## src/rtl/nim_cfg_pkg.sv

```systemverilog
// Shared types for the NIM input configuration controller: per-channel
// config record, register offsets, FSM states and the readback word helper.
package nim_cfg_pkg;

   typedef struct packed {
      logic [7:0]  delay;
      logic [63:0] stretch;
      logic        invert;
      logic        enable;
   } ch_cfg_t;

   localparam logic [1:0] REG_DELAY  = 2'd0;
   localparam logic [1:0] REG_STR_LO = 2'd1;
   localparam logic [1:0] REG_STR_HI = 2'd2;
   localparam logic [1:0] REG_CTRL   = 2'd3;

   typedef enum logic [1:0] {
      IDLE  = 2'd0,
      APPLY = 2'd1,
      BLANK = 2'd2
   } cfg_state_t;

   // Software-visible 32-bit view of one register of a channel record.
   function automatic logic [31:0] cfg_word(input ch_cfg_t c, input logic [1:0] r);
      logic [31:0] w;
      w = '0;
      case (r)
         REG_DELAY:  w = {24'd0, c.delay};
         REG_STR_LO: w = c.stretch[31:0];
         REG_STR_HI: w = c.stretch[63:32];
         default:    w = {30'd0, c.enable, c.invert};
      endcase
      return w;
   endfunction

endpackage

```

## src/rtl/nim_cfg_blank_timer.sv

```systemverilog
// Down-counter that times the post-commit blanking window. Resets loaded,
// so the block blanks straight out of reset without an APPLY.
module nim_cfg_blank_timer #(
   parameter  int BLANK_CYCLES = 160,
   localparam int CNT_W        = $clog2(BLANK_CYCLES)
) (
   input  logic clk_i,
   input  logic rst_i,
   input  logic load_i,
   input  logic dec_i,
   output logic done_o
);

   localparam logic [CNT_W-1:0] LOAD_VAL = CNT_W'(BLANK_CYCLES - 1);

   logic [CNT_W-1:0] cnt_q, cnt_d;

   always_comb begin
      cnt_d = cnt_q;
      if (load_i)
         cnt_d = LOAD_VAL;
      else if (dec_i && (cnt_q != '0))
         cnt_d = cnt_q - 1'b1;
   end

   always_ff @(posedge clk_i or posedge rst_i) begin
      if (rst_i)
         cnt_q <= LOAD_VAL;
      else
         cnt_q <= cnt_d;
   end

   assign done_o = (cnt_q == '0);

endmodule

```

## src/rtl/nim_input_cfg_ctrl.sv

```systemverilog
// Shadow/active configuration bank for NUM_CH NIM input channels with
// commit, channel reset and output blanking. NIM_CFG_READBACK_EN adds a shadow readback port.
module nim_input_cfg_ctrl
   import nim_cfg_pkg::*;
#(
   parameter  int NUM_CH       = 4,
   parameter  int BLANK_CYCLES = 160,
   localparam int CH_W         = (NUM_CH > 1) ? $clog2(NUM_CH) : 1,
   localparam int ADDR_W       = CH_W + 2
) (
   input  logic                     clk,
   input  logic                     reset,
   input  logic                     cfg_wr,
   input  logic [ADDR_W-1:0]        cfg_addr,
   input  logic [31:0]              cfg_wdata,
   input  logic                     commit,
   output logic                     busy,
   output logic [NUM_CH-1:0][7:0]   ch_delay,
   output logic [NUM_CH-1:0][63:0]  ch_stretch,
   output logic [NUM_CH-1:0]        ch_invert,
   output logic                     ch_reset,
   output logic [NUM_CH-1:0]        ch_out_en
`ifdef NIM_CFG_READBACK_EN
   ,
   input  logic                     cfg_rd,
   output logic [31:0]              cfg_rdata,
   output logic                     cfg_rvalid
`endif
);

   ch_cfg_t          shadow_q [NUM_CH];
   ch_cfg_t          shadow_d [NUM_CH];
   ch_cfg_t          active_q [NUM_CH];
   cfg_state_t       state_q;
   logic             busy_q;
   logic             ch_reset_q;
   logic [NUM_CH-1:0] out_en_q;
   logic [NUM_CH-1:0] active_en;
   logic [CH_W-1:0]  addr_ch;
   logic [1:0]       addr_reg;
   logic             t_load, t_dec, t_done;

   assign addr_ch  = cfg_addr[ADDR_W-1:2];
   assign addr_reg = cfg_addr[1:0];

   // Channel match by loop index: addresses beyond NUM_CH match nothing.
   always_comb begin
      for (int i = 0; i < NUM_CH; i++) begin
         shadow_d[i] = shadow_q[i];
         if (cfg_wr && (addr_ch == CH_W'(i))) begin
            case (addr_reg)
               REG_DELAY:  shadow_d[i].delay          = cfg_wdata[7:0];
               REG_STR_LO: shadow_d[i].stretch[31:0]  = cfg_wdata;
               REG_STR_HI: shadow_d[i].stretch[63:32] = cfg_wdata;
               default: begin
                  shadow_d[i].invert = cfg_wdata[0];
                  shadow_d[i].enable = cfg_wdata[1];
               end
            endcase
         end
      end
   end

   always_ff @(posedge clk or posedge reset) begin
      if (reset) begin
         for (int i = 0; i < NUM_CH; i++)
            shadow_q[i] <= '0;
      end else begin
         shadow_q <= shadow_d;
      end
   end

   always_comb begin
      for (int i = 0; i < NUM_CH; i++)
         active_en[i] = active_q[i].enable;
   end

   // Outputs are computed alongside the state transition so they stay registered.
   always_ff @(posedge clk or posedge reset) begin
      if (reset) begin
         state_q    <= BLANK;
         busy_q     <= 1'b1;
         ch_reset_q <= 1'b1;
         out_en_q   <= '0;
         for (int i = 0; i < NUM_CH; i++)
            active_q[i] <= '0;
      end else begin
         ch_reset_q <= 1'b0;
         case (state_q)
            IDLE: begin
               if (commit) begin
                  state_q    <= APPLY;
                  busy_q     <= 1'b1;
                  ch_reset_q <= 1'b1;
                  out_en_q   <= '0;
               end
            end
            APPLY: begin
               for (int i = 0; i < NUM_CH; i++)
                  active_q[i] <= shadow_q[i];
               state_q <= BLANK;
            end
            BLANK: begin
               if (commit) begin
                  state_q    <= APPLY;
                  ch_reset_q <= 1'b1;
               end else if (t_done) begin
                  state_q  <= IDLE;
                  busy_q   <= 1'b0;
                  out_en_q <= active_en;
               end
            end
            default: begin
               state_q  <= BLANK;
               busy_q   <= 1'b1;
               out_en_q <= '0;
            end
         endcase
      end
   end

   assign t_load = (state_q == APPLY);
   assign t_dec  = (state_q == BLANK);

   nim_cfg_blank_timer #(
      .BLANK_CYCLES (BLANK_CYCLES)
   ) u_blank_timer (
      .clk_i  (clk),
      .rst_i  (reset),
      .load_i (t_load),
      .dec_i  (t_dec),
      .done_o (t_done)
   );

   assign busy      = busy_q;
   assign ch_reset  = ch_reset_q;
   assign ch_out_en = out_en_q;

   for (genvar g = 0; g < NUM_CH; g++) begin : g_ch_out
      assign ch_delay[g]   = active_q[g].delay;
      assign ch_stretch[g] = active_q[g].stretch;
      assign ch_invert[g]  = active_q[g].invert;
   end

`ifdef NIM_CFG_READBACK_EN
   logic [31:0] rdata_d, rdata_q;
   logic        rvalid_q;

   // Reads shadow_q, so a same-cycle write to the same word returns the old value.
   always_comb begin
      rdata_d = '0;
      for (int i = 0; i < NUM_CH; i++)
         if (addr_ch == CH_W'(i))
            rdata_d = cfg_word(shadow_q[i], addr_reg);
   end

   always_ff @(posedge clk or posedge reset) begin
      if (reset) begin
         rdata_q  <= '0;
         rvalid_q <= 1'b0;
      end else begin
         rvalid_q <= cfg_rd;
         if (cfg_rd)
            rdata_q <= rdata_d;
      end
   end

   assign cfg_rdata  = rdata_q;
   assign cfg_rvalid = rvalid_q;
`endif

endmodule

```

## config.mk

```make
export PLATFORM = sky130hd
export DESIGN_NAME = nim_input_cfg_ctrl
export DESIGN_NICKNAME = d
export VERILOG_FILES = /design/src/rtl/nim_cfg_pkg.sv /design/src/rtl/nim_cfg_blank_timer.sv /design/src/rtl/nim_input_cfg_ctrl.sv
export SDC_FILE = /design/constraint.sdc
export NUM_CORES = 1
export LEC_CHECK = 0
export CAP_MARGIN = 20
export CORE_MARGIN = 2
export CORE_UTILIZATION = 29
export CTS_CLUSTER_DIAMETER = 50
export CTS_CLUSTER_SIZE = 28
export DETAILED_ROUTE_END_ITERATION = 16
export PLACE_DENSITY_LB_ADDON = 0.1
export SYNTH_ARGS = -nofsm -noshare
export SYNTH_HDL_FRONTEND = slang
export SYNTH_SLANG_ARGS = --single-unit
export TNS_END_PERCENT = 10
```

## constraint.sdc

```tcl
create_clock -name clk -period 23.8 [get_ports clk]
set_input_delay 7.14 -clock clk [delete_from_list [all_inputs] [get_ports clk]]
set_output_delay 7.14 -clock clk [all_outputs]
set_load 0.005 [all_outputs]
```

Word level (Yosys, flattened, before mapping)
Index checks and enable logic that the tools add are counted.
{"block": "word_totals", "register_bits": 608, "in_bits": 40, "word_cells": 102}
{"block": "op_classes", "n_addsub": 1, "n_eq_ne": 11, "n_mux": 16, "n_bitwise": 2, "reduce_logical": 31}
{"op": "AND reduction 2 bit", "count": 17}
{"op": "2-to-1 mux 8 bit", "count": 2}
{"op": "2-to-1 mux 4 bit", "count": 3}
{"op": "one-hot mux 4 bit (3 select lines)", "count": 1}
{"op": "equality test 2 bit, second input constant", "count": 4}
{"op": "logical NOT 8 bit", "count": 1}
{"op": "nonzero test 8 bit", "count": 1}
{"op": "subtractor 8 x 1 -> 8 bit, second input constant", "count": 1}
{"op": "equality test 2 x 1 -> 1 bit, second input constant", "count": 3}
{"op": "logical NOT 2 bit", "count": 3}
{"op": "2-to-1 mux 2 bit", "count": 3}
{"op": "inequality test 2 bit, second input constant", "count": 3}
{"op": "logical AND 1 bit", "count": 5}
{"op": "2-to-1 mux 1 bit", "count": 5}
{"op": "one-hot mux 2 bit (2 select lines)", "count": 1}
{"op": "AND reduction 4 bit", "count": 1}
{"op": "inequality test 3 bit, second input constant", "count": 1}
{"op": "one-hot mux 1 bit (3 select lines)", "count": 1}
{"op": "OR reduction 3 bit", "count": 1}
{"op": "inverter 1 bit", "count": 2}
{"op": "nonzero test 2 bit", "count": 1}
{"op": "OR reduction 2 bit", "count": 1}

Depth between registers and ports, before layout
Gate-level depths: netlist of the first run.
{"block": "depth", "ltp_word": 4, "ltp_mapped": 6, "depth_no_buf": 6}

Cells and area by module
Synthesis of the first run repeated with hierarchy kept, for this count alone.
{"block": "hier_totals", "cells_unflattened": 1976, "area_unflattened_um2": 23198.5}
{"mod": "nim_input_cfg_ctrl", "instances": 1, "cells_each": 1927, "area_each_um2": 22728.0}
{"mod": "nim_cfg_blank_timer", "instances": 1, "cells_each": 49, "area_each_um2": 470.5}

Least setup slack after synthesis of the first run
Ideal clock, no wire load.
{"block": "synth_timing", "kind": "input to register", "start": "input port cfg_addr[1]", "end": "register shadow_q[10] (netlist bit)", "arrival_time_ns": 8.240, "t_required_ns": 23.675, "slack_ns": 15.435, "path_stages": 4, "cell_sequence": "nand2b_1 -> nor2_1 -> clkbuf_1 -> mux2_2"}
{"block": "synth_via", "elab_chain_len": 2}
{"item": "start, declared", "line": "nim_input_cfg_ctrl.sv:14", "text": "input logic [ADDR_W-1:0] cfg_addr,"}
{"item": "equality test 2 x 1 -> 1 bit", "line": "nim_input_cfg_ctrl.sv:51", "text": "case (addr_reg)"}
{"item": "AND reduction 2 bit (no source line)"}
{"item": "end signal, assigned", "line": "nim_input_cfg_ctrl.sv:69", "text": "shadow_q <= shadow_d;"}
{"item": "end, declared", "line": "nim_input_cfg_ctrl.sv:31", "text": "ch_cfg_t shadow_q [NUM_CH];"}
No other way between the ends.
A chain may end at the register's enable or synchronous reset.

==> results of run 1 <==
==> registers in the layout (all words and copies together) (netlist names) <==
register             count
active_en                4
busy                     1
ch_delay                32
ch_invert                4
ch_out_en                4
ch_reset                 1
ch_stretch             256
shadow_q               296
state_q                  2
u_blank_timer.cnt_q      8
==> worst register-to-register path, delay by kind of cell, from the launching register on <==
kind          cells  cell delay [ps]
buf+inv           2             1650
flops             1              600
simple gates      3             1000
==> area by class of cell <==
cell class              instances  area [um2]  share of cell area, %
diodes                          1       2.502               0.008297
multi-input cells            1260        7223                  23.95
repair buffers                361        3598                  11.93
clock inverters                54       725.7                  2.406
clock buffers                  89        2064                  6.845
flip-flops and latches        608       15230                  50.48
well taps                    1040        1301                  4.314
inverters                       4       18.77                0.06223
==> logic make-up after synthesis <==
logic type	after synthesis	share of synthesized area [%]
simple gates	938	15.86
flops	608	66.69
mux	301	14.82
buf+inv	109	1.951
compound gates	17	0.4933
xor+xnor	2	0.07674
fa+ha+maj	2	0.1096
==> per-stage QoR <==
step                hold slack (ps)  util (%)  setup WS (ps)  power, mW
finish                        452.9     38.81          14230      3.347
global placement              444.3     35.15          12830      2.109
CTS                           453.1     38.74          13380      3.408
floorplan                     433.1         -           8372      1.698
global route                  474.4     38.80          13810      3.534
detailed placement            447.6     35.15          12710      2.121
==> routing by layer <==
layer,track usage [%],up-vias
li1,-,7001
met1,21.46,7775
met2,26.22,314
met3,3.010,74
met4,5.105,0
met5,0,-
==> Yosys cell counts <==
cell type / instances
sky130_fd_sc_hd__dfrtp_1: 599
sky130_fd_sc_hd__or3_1: 2
sky130_fd_sc_hd__o31ai_1: 2
sky130_fd_sc_hd__o21ai_0: 5
sky130_fd_sc_hd__inv_1: 4
sky130_fd_sc_hd__or3_2: 1
sky130_fd_sc_hd__o21ai_1: 4
sky130_fd_sc_hd__nor2_1: 12
sky130_fd_sc_hd__o211ai_4: 1
sky130_fd_sc_hd__or3b_2: 1
sky130_fd_sc_hd__dfstp_2: 9
sky130_fd_sc_hd__and2b_1: 1
sky130_fd_sc_hd__buf_2: 23
sky130_fd_sc_hd__a21oi_1: 2
sky130_fd_sc_hd__ha_1: 2
sky130_fd_sc_hd__clkbuf_1: 81
sky130_fd_sc_hd__mux2_1: 5
sky130_fd_sc_hd__o211ai_1: 1
sky130_fd_sc_hd__mux2_2: 291
sky130_fd_sc_hd__or3b_1: 1
sky130_fd_sc_hd__o22ai_1: 1
sky130_fd_sc_hd__nor3_4: 1
sky130_fd_sc_hd__or4_1: 1
sky130_fd_sc_hd__nor2b_1: 3
sky130_fd_sc_hd__or4_2: 3
sky130_fd_sc_hd__nor3b_1: 1
sky130_fd_sc_hd__nand3_1: 2
sky130_fd_sc_hd__mux2i_1: 5
sky130_fd_sc_hd__nor3_1: 3
sky130_fd_sc_hd__nand2b_1: 7
sky130_fd_sc_hd__o21bai_1: 1
sky130_fd_sc_hd__nand2_1: 896
sky130_fd_sc_hd__buf_6: 1
sky130_fd_sc_hd__and3_1: 1
sky130_fd_sc_hd__nand3b_1: 2
sky130_fd_sc_hd__xor2_1: 2
==> worst max path at each step <==
stage               slack, ps  startpoint  cells past startpoint         endpoint
finish                  14230       reset                      7    shadow_q[115]
global route            13810       reset                      7  ch_stretch[227]
CTS                     13380       reset                      5    shadow_q[115]
detailed placement      12710       reset                      5    shadow_q[255]
global placement        12830       reset                      5  ch_stretch[161]
floorplan                8370       reset                      1     active_en[0]
==> power by group through the flow <==
stage	logic (mW)	clock network [mW]	registers, mW
final	0.617	1.26	1.47
after global routing	0.686	1.34	1.51
after CTS	0.633	1.30	1.48
after detailed placement	0.628	0	1.49
after global placement	0.619	0	1.49
after floorplan	0.256	0	1.44
==> flow_metrics.env, run 1 <==
export IMPL_outcome="finished, final reports clean"
export IMPL_drive_gt1_share_pct=20.20
export IMPL_totalWireLength_mm=64.52
export IMPL_drtPass1Iterations=5
export IMPL_track_usage_pct=16.02
export IMPL_layout_cell_area_non_filler_um2=30160
export IMPL_postSynthNetCount=2019
export IMPL_yosys_area_top_type="sky130_fd_sc_hd__dfrtp_1"
export IMPL_synth_avg_cell_area_um2=11.55
export IMPL_cts_post_setup_buffers_inserted=0
export IMPL_internal_power_mw=2.429
export IMPL_drcViolationCount=0
export IMPL_max_stage_delay_ps=680
export IMPL_p_per_area_nw_per_um2=111.0
export IMPL_synthesis_yosys_warnings=0
export IMPL_cp_cell_sequence="clkdlybuf4s50_1, clkinvlp_4, buf_12, buf_12, buf_4, buf_16, buf_4"
export IMPL_path_clk_slew_ps=60
export IMPL_clockPowerShare_pct=37.6
export IMPL_delay_heaviest_family_cp="buffers and inverters"
export IMPL_clk_path_buf_depth=3
export IMPL_synth_seq_area_share_pct=66.69
export IMPL_worst_slew_pin_transition_ps=1070
export IMPL_nets=2354
export IMPL_power_switching_fraction_pct=27.43
export IMPL_post_layout_nonfiller_instances=3417
export IMPL_wl_per_cell_um=18.88
export IMPL_detail_route_vias_per_cell=4.438
export IMPL_ctsResizeCount=0
export IMPL_fin_crit_ps=9566
export IMPL_fillCellCount=7538
export IMPL_gpl_final_weighted_congestion=0.7656
export IMPL_fmaxAchievable_mhz=104.5
export IMPL_placed_cells=3271
export IMPL_area_growth_syn_to_layout_pct=32.11
export IMPL_setup_worst_path_end_class="asynchronous set/reset pin"
export IMPL_drv_slew=0
export IMPL_cap_violations=0
export IMPL_wl_met3_mm=2.658
export IMPL_layout_common_cells="sky130_fd_sc_hd__nand2_1, sky130_fd_sc_hd__dfrtp_1, sky130_fd_sc_hd__clkdlybuf4s50_1, sky130_fd_sc_hd__mux2_2, sky130_fd_sc_hd__clkbuf_16"
export IMPL_netlist_area_um2=22830
export IMPL_hold_path_startpoint="shadow_q[197]"
export IMPL_grt_antenna_before_repair=0
export IMPL_share_of_the_cycle_needed_by_the_critical_path_after_routing_pct=40.19
export IMPL_routed_top_layer="met4"
export IMPL_met2RoutedLength_mm=30.90
export IMPL_ant_nets=0
export IMPL_reg2reg_to="ch_stretch[15]"
export IMPL_placed_cell_area_um2=27320
export IMPL_die_h_um=284.6
export IMPL_setup_violations=0
export IMPL_power_net_switching_mw=0.9183
export IMPL_first_pass_grt_wire_length_mm=100.4
export IMPL_die_width_um=284.6
export IMPL_min_delay_path_depth=2
export IMPL_power_leakage_nw=14.26
export IMPL_ys_top_cells_by_area="sky130_fd_sc_hd__dfrtp_1, sky130_fd_sc_hd__nand2_1, sky130_fd_sc_hd__mux2_2"
export IMPL_coreArea_um2=77720
export IMPL_cp_start_kind="input port"
export IMPL_worst_endpoint_arrival_ps=10220
export IMPL_start_util_pct=29.37
export IMPL_clock_tree_htree_level_count=3
export IMPL_report_final_hold_viol_count=0
export IMPL_setup_skew_after_layout_ps=22.19
export IMPL_grt_ovfl_total=0
export IMPL_setup_tns_ps=0
export IMPL_worst_ep_required_time_ps=24450
export IMPL_hpwlAfterDp_mm=40.35
export IMPL_seq_power_share_pct=44.0
export IMPL_tritoncts_num_buffers=77
export IMPL_timing_critical_path_buf_inv=7
export IMPL_ff2ff_setup_slack_ps=20490
export IMPL_worst_r2r_cell_count=5
export IMPL_met1_routed_length_mm=29.52
export IMPL_crit_reg2reg_launch="state_q[1]"
export IMPL_worst_skew_late_latency_ps=620
export IMPL_cts_root_buffer_cell="sky130_fd_sc_hd__clkbuf_16"
export IMPL_critical_path_peak_fanout=171
export IMPL_netlist_instances=1977
export IMPL_fp_dieArea_um2=80980
export IMPL_worst_hold_path_endpoint="ch_stretch[111]"
export IMPL_post_cts_hold_buffer_count=0
export IMPL_cts_sinks=608
export IMPL_grt_setup_unrepaired="false"
export IMPL_critical_path_slowest_cell="sky130_fd_sc_hd__buf_12"
export IMPL_initialDrtViolationCount=788
export IMPL_grt_start_max_net_pins=172
export IMPL_slew_headroom_pct=28.64
export IMPL_synth_lib_cells_used_distinct=36
export IMPL_placement_io_buffers=337
export IMPL_combPwrFrac_pct=18.4
export IMPL_path_class="input port to asynchronous set/reset pin"
export IMPL_cts_tree="built"
export IMPL_ys_seq_elements=608
export IMPL_io_pins=338
export IMPL_number_of_global_route_vias_before_repair=16080
export IMPL_num_rows=102
export IMPL_min_path_type="flip-flop to flip-flop"
export IMPL_via_count=15160
export IMPL_ir_worst_vdd_uv=48.54
export IMPL_final_common_cell="sky130_fd_sc_hd__nand2_1"
export IMPL_synth_top_cell_area_share_pct=65.66
Power figures use the tool's default switching activity.
==> run 2: changes to the inputs <==
- clock period: 23.8 -> 9.5 ns (I/O delays scaled with it)
==> run 2 against run 1 <==
Critical path type is now input port to flip-flop. Highest routed layer unchanged. Final cell count rose by 0.29%. Clock power increased to 2.6 times the previous value. Final area grew 0.83%. Critical endpoint is now shadow_q[257].
==> flow_metrics.env, run 2 (synthesis results as in run 1) <==
export IMPL_outcome="finished, final reports clean"
export IMPL_report_final_hold_viol_count=0
export IMPL_power_leakage_nw=14.36
export IMPL_placed_cells=3271
export IMPL_totalWireLength_mm=64.88
export IMPL_slew_headroom_pct=30.25
export IMPL_io_pins=338
export IMPL_via_count=15170
export IMPL_die_width_um=284.6
export IMPL_nets=2359
export IMPL_cp_cell_sequence="clkdlybuf4s50_1, nor3b_1, nand2b_2, buf_4, mux2_1"
export IMPL_grt_start_max_net_pins=171
export IMPL_pre_cts_slack_ps=4218
export IMPL_drive_gt1_share_pct=20.66
export IMPL_first_pass_grt_wire_length_mm=100.7
export IMPL_final_core_utilization_pct=39.13
export IMPL_final_common_cell="sky130_fd_sc_hd__nand2_1"
export IMPL_post_layout_nonfiller_instances=3427
export IMPL_placed_cell_area_um2=27420
export IMPL_cp_start_kind="input port"
export IMPL_worst_skew_late_latency_ps=620
export IMPL_min_path_type="flip-flop to flip-flop"
export IMPL_layout_common_cells="sky130_fd_sc_hd__nand2_1, sky130_fd_sc_hd__dfrtp_1, sky130_fd_sc_hd__clkdlybuf4s50_1, sky130_fd_sc_hd__mux2_2, sky130_fd_sc_hd__clkbuf_16"
export IMPL_final_seq_area_um2=15230
export IMPL_cts_sinks=608
export IMPL_worst_ep_required_time_ps=10000
export IMPL_share_of_the_cycle_needed_by_the_critical_path_after_routing_pct=48.78
export IMPL_ctsResizeCount=0
export IMPL_initialDrtViolationCount=774
export IMPL_cts_post_setup_buffers_inserted=0
export IMPL_die_h_um=284.6
export IMPL_grt_ovfl_total=0
export IMPL_drv_slew=0
export IMPL_area_growth_syn_to_layout_pct=33.20
export IMPL_placement_io_buffers=337
export IMPL_ant_nets=0
export IMPL_largest_register="shadow_q"
export IMPL_hpwlAfterDp_mm=41.17
export IMPL_wl_per_cell_um=18.93
export IMPL_grt_setup_unrepaired="false"
export IMPL_clock_tree_htree_level_count=3
export IMPL_cap_violations=0
export IMPL_p_per_area_nw_per_um2=279.8
export IMPL_worst_slew_pin_transition_ps=1046
export IMPL_layout_cell_area_non_filler_um2=30410
export IMPL_timing_critical_path_buf_inv=2
export IMPL_setup_violations=0
export IMPL_power_mw=8.508
export IMPL_number_of_global_route_vias_before_repair=16070
export IMPL_critical_path_peak_fanout=20
export IMPL_fp_dieArea_um2=80980
export IMPL_clk_path_buf_depth=3
export IMPL_track_usage_pct=16.08
export IMPL_fin_crit_ps=4634
export IMPL_path_clk_slew_ps=60
export IMPL_detail_route_vias_per_cell=4.425
export IMPL_worst_endpoint_arrival_ps=5130
export IMPL_start_util_pct=29.37
export IMPL_coreArea_um2=77720
export IMPL_max_stage_delay_ps=560
export IMPL_grt_antenna_before_repair=1
export IMPL_cts_tree="built"
export IMPL_drtPass1Iterations=4
export IMPL_setup_tns_ps=0
export IMPL_multi_input_area_um2=7223
export IMPL_num_rows=102
export IMPL_delay_heaviest_family_cp="simple AND/OR/NAND/NOR gates"
export IMPL_path_class="input port to flip-flop"
export IMPL_fillCellCount=7505
export IMPL_post_cts_hold_buffer_count=0
export IMPL_critical_path_slowest_cell="sky130_fd_sc_hd__nor3b_1"
export IMPL_largest_reg_flops=296
export IMPL_tritoncts_num_buffers=83
export IMPL_setup_worst_path_end_class="flip-flop"
export IMPL_setup_skew_after_layout_ps=27.37
export IMPL_drcViolationCount=0
export IMPL_setup_ws_ps=4866
export IMPL_gpl_final_weighted_congestion=0.7292
export IMPL_cts_root_buffer_cell="sky130_fd_sc_hd__clkbuf_16"
export IMPL_fmaxAchievable_mhz=215.8
export IMPL_timing_hold_ws_ps=452.8
export IMPL_ir_worst_vdd_uv=154.1
## run 2: cell count changes in the layout (fill, tap and decap cells not counted), moves of 3 or more
| cell | before | now |
|---|---|---|
| sky130_fd_sc_hd__buf_4 | 21 | 14 |
| sky130_fd_sc_hd__inv_6 | 12 | 17 |
| sky130_fd_sc_hd__clkinv_2 | 8 | 5 |
| sky130_fd_sc_hd__clkinv_8 | 1 | 8 |
| sky130_fd_sc_hd__bufinv_16 | 10 | 7 |
| sky130_fd_sc_hd__clkinv_4 | 2 | 7 |
| sky130_fd_sc_hd__buf_12 | 2 | 6 |
| sky130_fd_sc_hd__clkbuf_16 | 79 | 86 |
| sky130_fd_sc_hd__clkbuf_1 | 5 | 2 |
## run 2: worst reg2reg max path, stage by stage (launching register included)
cell	delay, ps
sky130_fd_sc_hd__dfrtp_1	470
sky130_fd_sc_hd__nor2b_4	720
sky130_fd_sc_hd__buf_4	870
sky130_fd_sc_hd__buf_4	830
sky130_fd_sc_hd__nand2_1	190
sky130_fd_sc_hd__nand2_1	90
## run 2: per-layer routing
layer,share of wire [%],track usage [%],routed length [um],vias up
met1,45,21.16,29000,7741
met3,6.0,4.607,3863,86
li1,-,-,-,7033
met5,0,0,0,-
met4,2.0,3.921,1317,0
met2,47,26.13,30700,305
## run 2: cell type report
| class | instances | area share (%) |
|---|---|---|
| Tap cell | 1040 | 4.279 |
| Sequential cell | 608 | 50.07 |
| Clock buffer | 91 | 7.237 |
| Inverter | 4 | 0.06172 |
| Clock inverter | 63 | 2.485 |
| Timing Repair Buffer | 360 | 12.10 |
| Antenna cell | 1 | 0.008229 |
| Multi-Input combinational cell | 1260 | 23.75 |
## run 2: path summary, 6_finish.rpt
| path | startpoint | endpoint | slack (ps) | cells after the start |
|---|---|---|---|---|
| max in group asynchronous | reset | ch_stretch[137] | 5000 | 4 |
| hold / removal | shadow_q[247] | ch_stretch[23] | 450 | 2 |
| hold reg to reg | shadow_q[247] | ch_stretch[23] | 450 | 2 |
| min in group asynchronous | reset | ch_stretch[56] | 2660 | 2 |
| setup / recovery | cfg_wr | shadow_q[257] | 4870 | 5 |
| setup reg to reg | state_q[0] | ch_stretch[141] | 6290 | 5 |
## run 2: where the power goes
group          switching [mW]  internal (mW)  leakage [nW]
logic                   0.620          0.949          5.32
clock network            1.33           1.94          1.43
registers               0.421           3.25          7.62
==> run 3: changes to the inputs <==
- clock period: 9.5 -> 3.9 ns (I/O delays scaled with it)
==> run 3 against run 2 <==
Final area rose by 0.54%. Clock skew fell by 13 ps. Setup slack got worse by 3900 ps. Critical path depth fell by 4. Total power rose by 140%. Critical path type is now flip-flop to output pin. Largest cell class unchanged.
==> flow_metrics.env, run 3 (synthesis results as in run 1) <==
export IMPL_timing_critical_path_buf_inv=1
export IMPL_fillCellCount=7506
export IMPL_clock_tree_htree_level_count=3
export IMPL_power_mw=20.75
export IMPL_setup_ws_ps=948.4
export IMPL_worst_skew_late_latency_ps=620
export IMPL_cp_cell_sequence="clkdlybuf4s50_1"
export IMPL_detail_route_vias_per_cell=4.411
export IMPL_min_path_type="flip-flop to flip-flop"
export IMPL_initialDrtViolationCount=667
export IMPL_layout_common_cells="sky130_fd_sc_hd__nand2_1, sky130_fd_sc_hd__dfrtp_1, sky130_fd_sc_hd__clkdlybuf4s50_1, sky130_fd_sc_hd__mux2_2, sky130_fd_sc_hd__clkbuf_16"
export IMPL_track_usage_pct=16.34
export IMPL_setup_violations=0
export IMPL_via_count=15210
export IMPL_setup_worst_path_end_class="output pin"
export IMPL_post_layout_nonfiller_instances=3447
export IMPL_power_leakage_nw=14.46
export IMPL_die_width_um=284.6
export IMPL_worst_ep_required_time_ps=2730
export IMPL_final_common_cell="sky130_fd_sc_hd__nand2_1"
export IMPL_hpwlAfterDp_mm=41.65
export IMPL_post_cts_hold_buffer_count=0
export IMPL_setup_tns_ps=0
export IMPL_layout_cell_area_non_filler_um2=30570
export IMPL_coreArea_um2=77720
export IMPL_fmaxAchievable_mhz=338.8
export IMPL_totalWireLength_mm=65.30
export IMPL_setup_skew_after_layout_ps=14.12
export IMPL_critical_path_slowest_cell="sky130_fd_sc_hd__clkdlybuf4s50_1"
export IMPL_max_stage_delay_ps=630
export IMPL_n_antenna_cell=0
export IMPL_placed_cells=3294
export IMPL_nets=2380
export IMPL_placed_cell_area_um2=27620
export IMPL_worst_endpoint_arrival_ps=1780
export IMPL_pre_cts_slack_ps=554.6
export IMPL_report_final_hold_viol_count=0
export IMPL_grt_antenna_before_repair=1
export IMPL_slew_headroom_pct=32.47
export IMPL_p_per_area_nw_per_um2=678.5
export IMPL_fp_dieArea_um2=80980
export IMPL_grt_ovfl_total=0
export IMPL_drive_gt1_share_pct=21.27
export IMPL_cts_tree="built"
export IMPL_path_clk_slew_ps=70
export IMPL_area_growth_syn_to_layout_pct=33.92
export IMPL_fin_crit_ps=2952
export IMPL_ir_worst_vdd_uv=358.3
export IMPL_ant_nets=0
export IMPL_cp_start_kind="flip-flop"
export IMPL_cts_sinks=608
export IMPL_start_util_pct=29.37
export IMPL_largest_register="shadow_q"
export IMPL_drtPass1Iterations=4
export IMPL_cts_post_setup_buffers_inserted=0
export IMPL_placement_io_buffers=337
export IMPL_worst_slew_pin_transition_ps=1013
export IMPL_cap_violations=0
export IMPL_drv_slew=0
export IMPL_ctsResizeCount=0
export IMPL_share_of_the_cycle_needed_by_the_critical_path_after_routing_pct=75.68
export IMPL_cts_root_buffer_cell="sky130_fd_sc_hd__clkbuf_16"
export IMPL_delay_heaviest_family_cp="buffers and inverters"
export IMPL_die_h_um=284.6
export IMPL_first_pass_grt_wire_length_mm=102.2
export IMPL_number_of_global_route_vias_before_repair=16170
export IMPL_wl_per_cell_um=18.94
export IMPL_drcViolationCount=0
export IMPL_clk_path_buf_depth=3
export IMPL_gpl_final_weighted_congestion=0.7425
export IMPL_num_rows=102
export IMPL_critical_path_peak_fanout=3
export IMPL_grt_setup_unrepaired="false"
export IMPL_tritoncts_num_buffers=82
export IMPL_outcome="finished, final reports clean"
export IMPL_largest_reg_flops=296
export IMPL_grt_start_max_net_pins=156
export IMPL_io_pins=338
export IMPL_path_class="flip-flop to output pin"
run 3: cell types whose count changed in the layout (fill, tap and decap cells not counted), sizes merged:
cell | before | now
buf | 23 | 45
bufinv | 7 | 8
clkbuf | 91 | 94
clkinv | 20 | 13
clkinvlp | 10 | 12
diode | 1 | 0
run 3: power breakdown:
| part | switching [mW] | internal, mW | total (mW) |
|---|---|---|---|
| Combinational | 1.53 | 2.33 | 3.86 |
| Clock | 3.25 | 4.72 | 7.97 |
| Sequential | 0.996 | 7.91 | 8.91 |
| Total | 5.78 | 15.0 | 20.7 |
run 3: final timing paths:
kind,end,cells after the start,slack (ps),start
worst max-delay path,busy,1,950,busy
max in group asynchronous,ch_stretch[25],4,1910,reset
worst min register to register,ch_stretch[236],2,450,shadow_q[46]
worst min-delay path,ch_stretch[236],2,450,shadow_q[46]
worst max register to register,ch_invert[2],4,1770,state_q[1]
min in group asynchronous,ch_stretch[95],2,960,reset
run 3: routing by layer:
layer  up-vias  track usage (%)  share of wire [%]
met5         -                0                  0
met4         0            4.368                1.9
met3        87            4.374                5.9
met2       301            26.73                 48
met1      7745            21.37                 44
li1       7072                -                  -
run 3: area by class of cell:
type	instances	area (um2)	share of cell area, %
clock buffers	94	2177	7.121
clock inverters	59	778.2	2.546
flip-flops and latches	608	15230	49.80
repair buffers	382	3849	12.59
well taps	1040	1301	4.256
inverters	4	18.77	0.06139
multi-input cells	1260	7223	23.63
run 3: metrics by stage:
step / hold WS [ps] / util (%)
after global routing: 477.8 / 39.34
after detailed placement: 443.9 / 35.53
after global placement: 442.0 / 35.53
final: 452.5 / 39.34
after CTS: 454.3 / 39.34
after floorplan: 433.1 / -
run 3: worst reg2reg max path, stage by stage (launching register included):
cell and delay (ps):
sky130_fd_sc_hd__dfstp_2 600, sky130_fd_sc_hd__nand2b_4 800, sky130_fd_sc_hd__buf_12 460, sky130_fd_sc_hd__nand2_1 150, sky130_fd_sc_hd__nand2_1 80
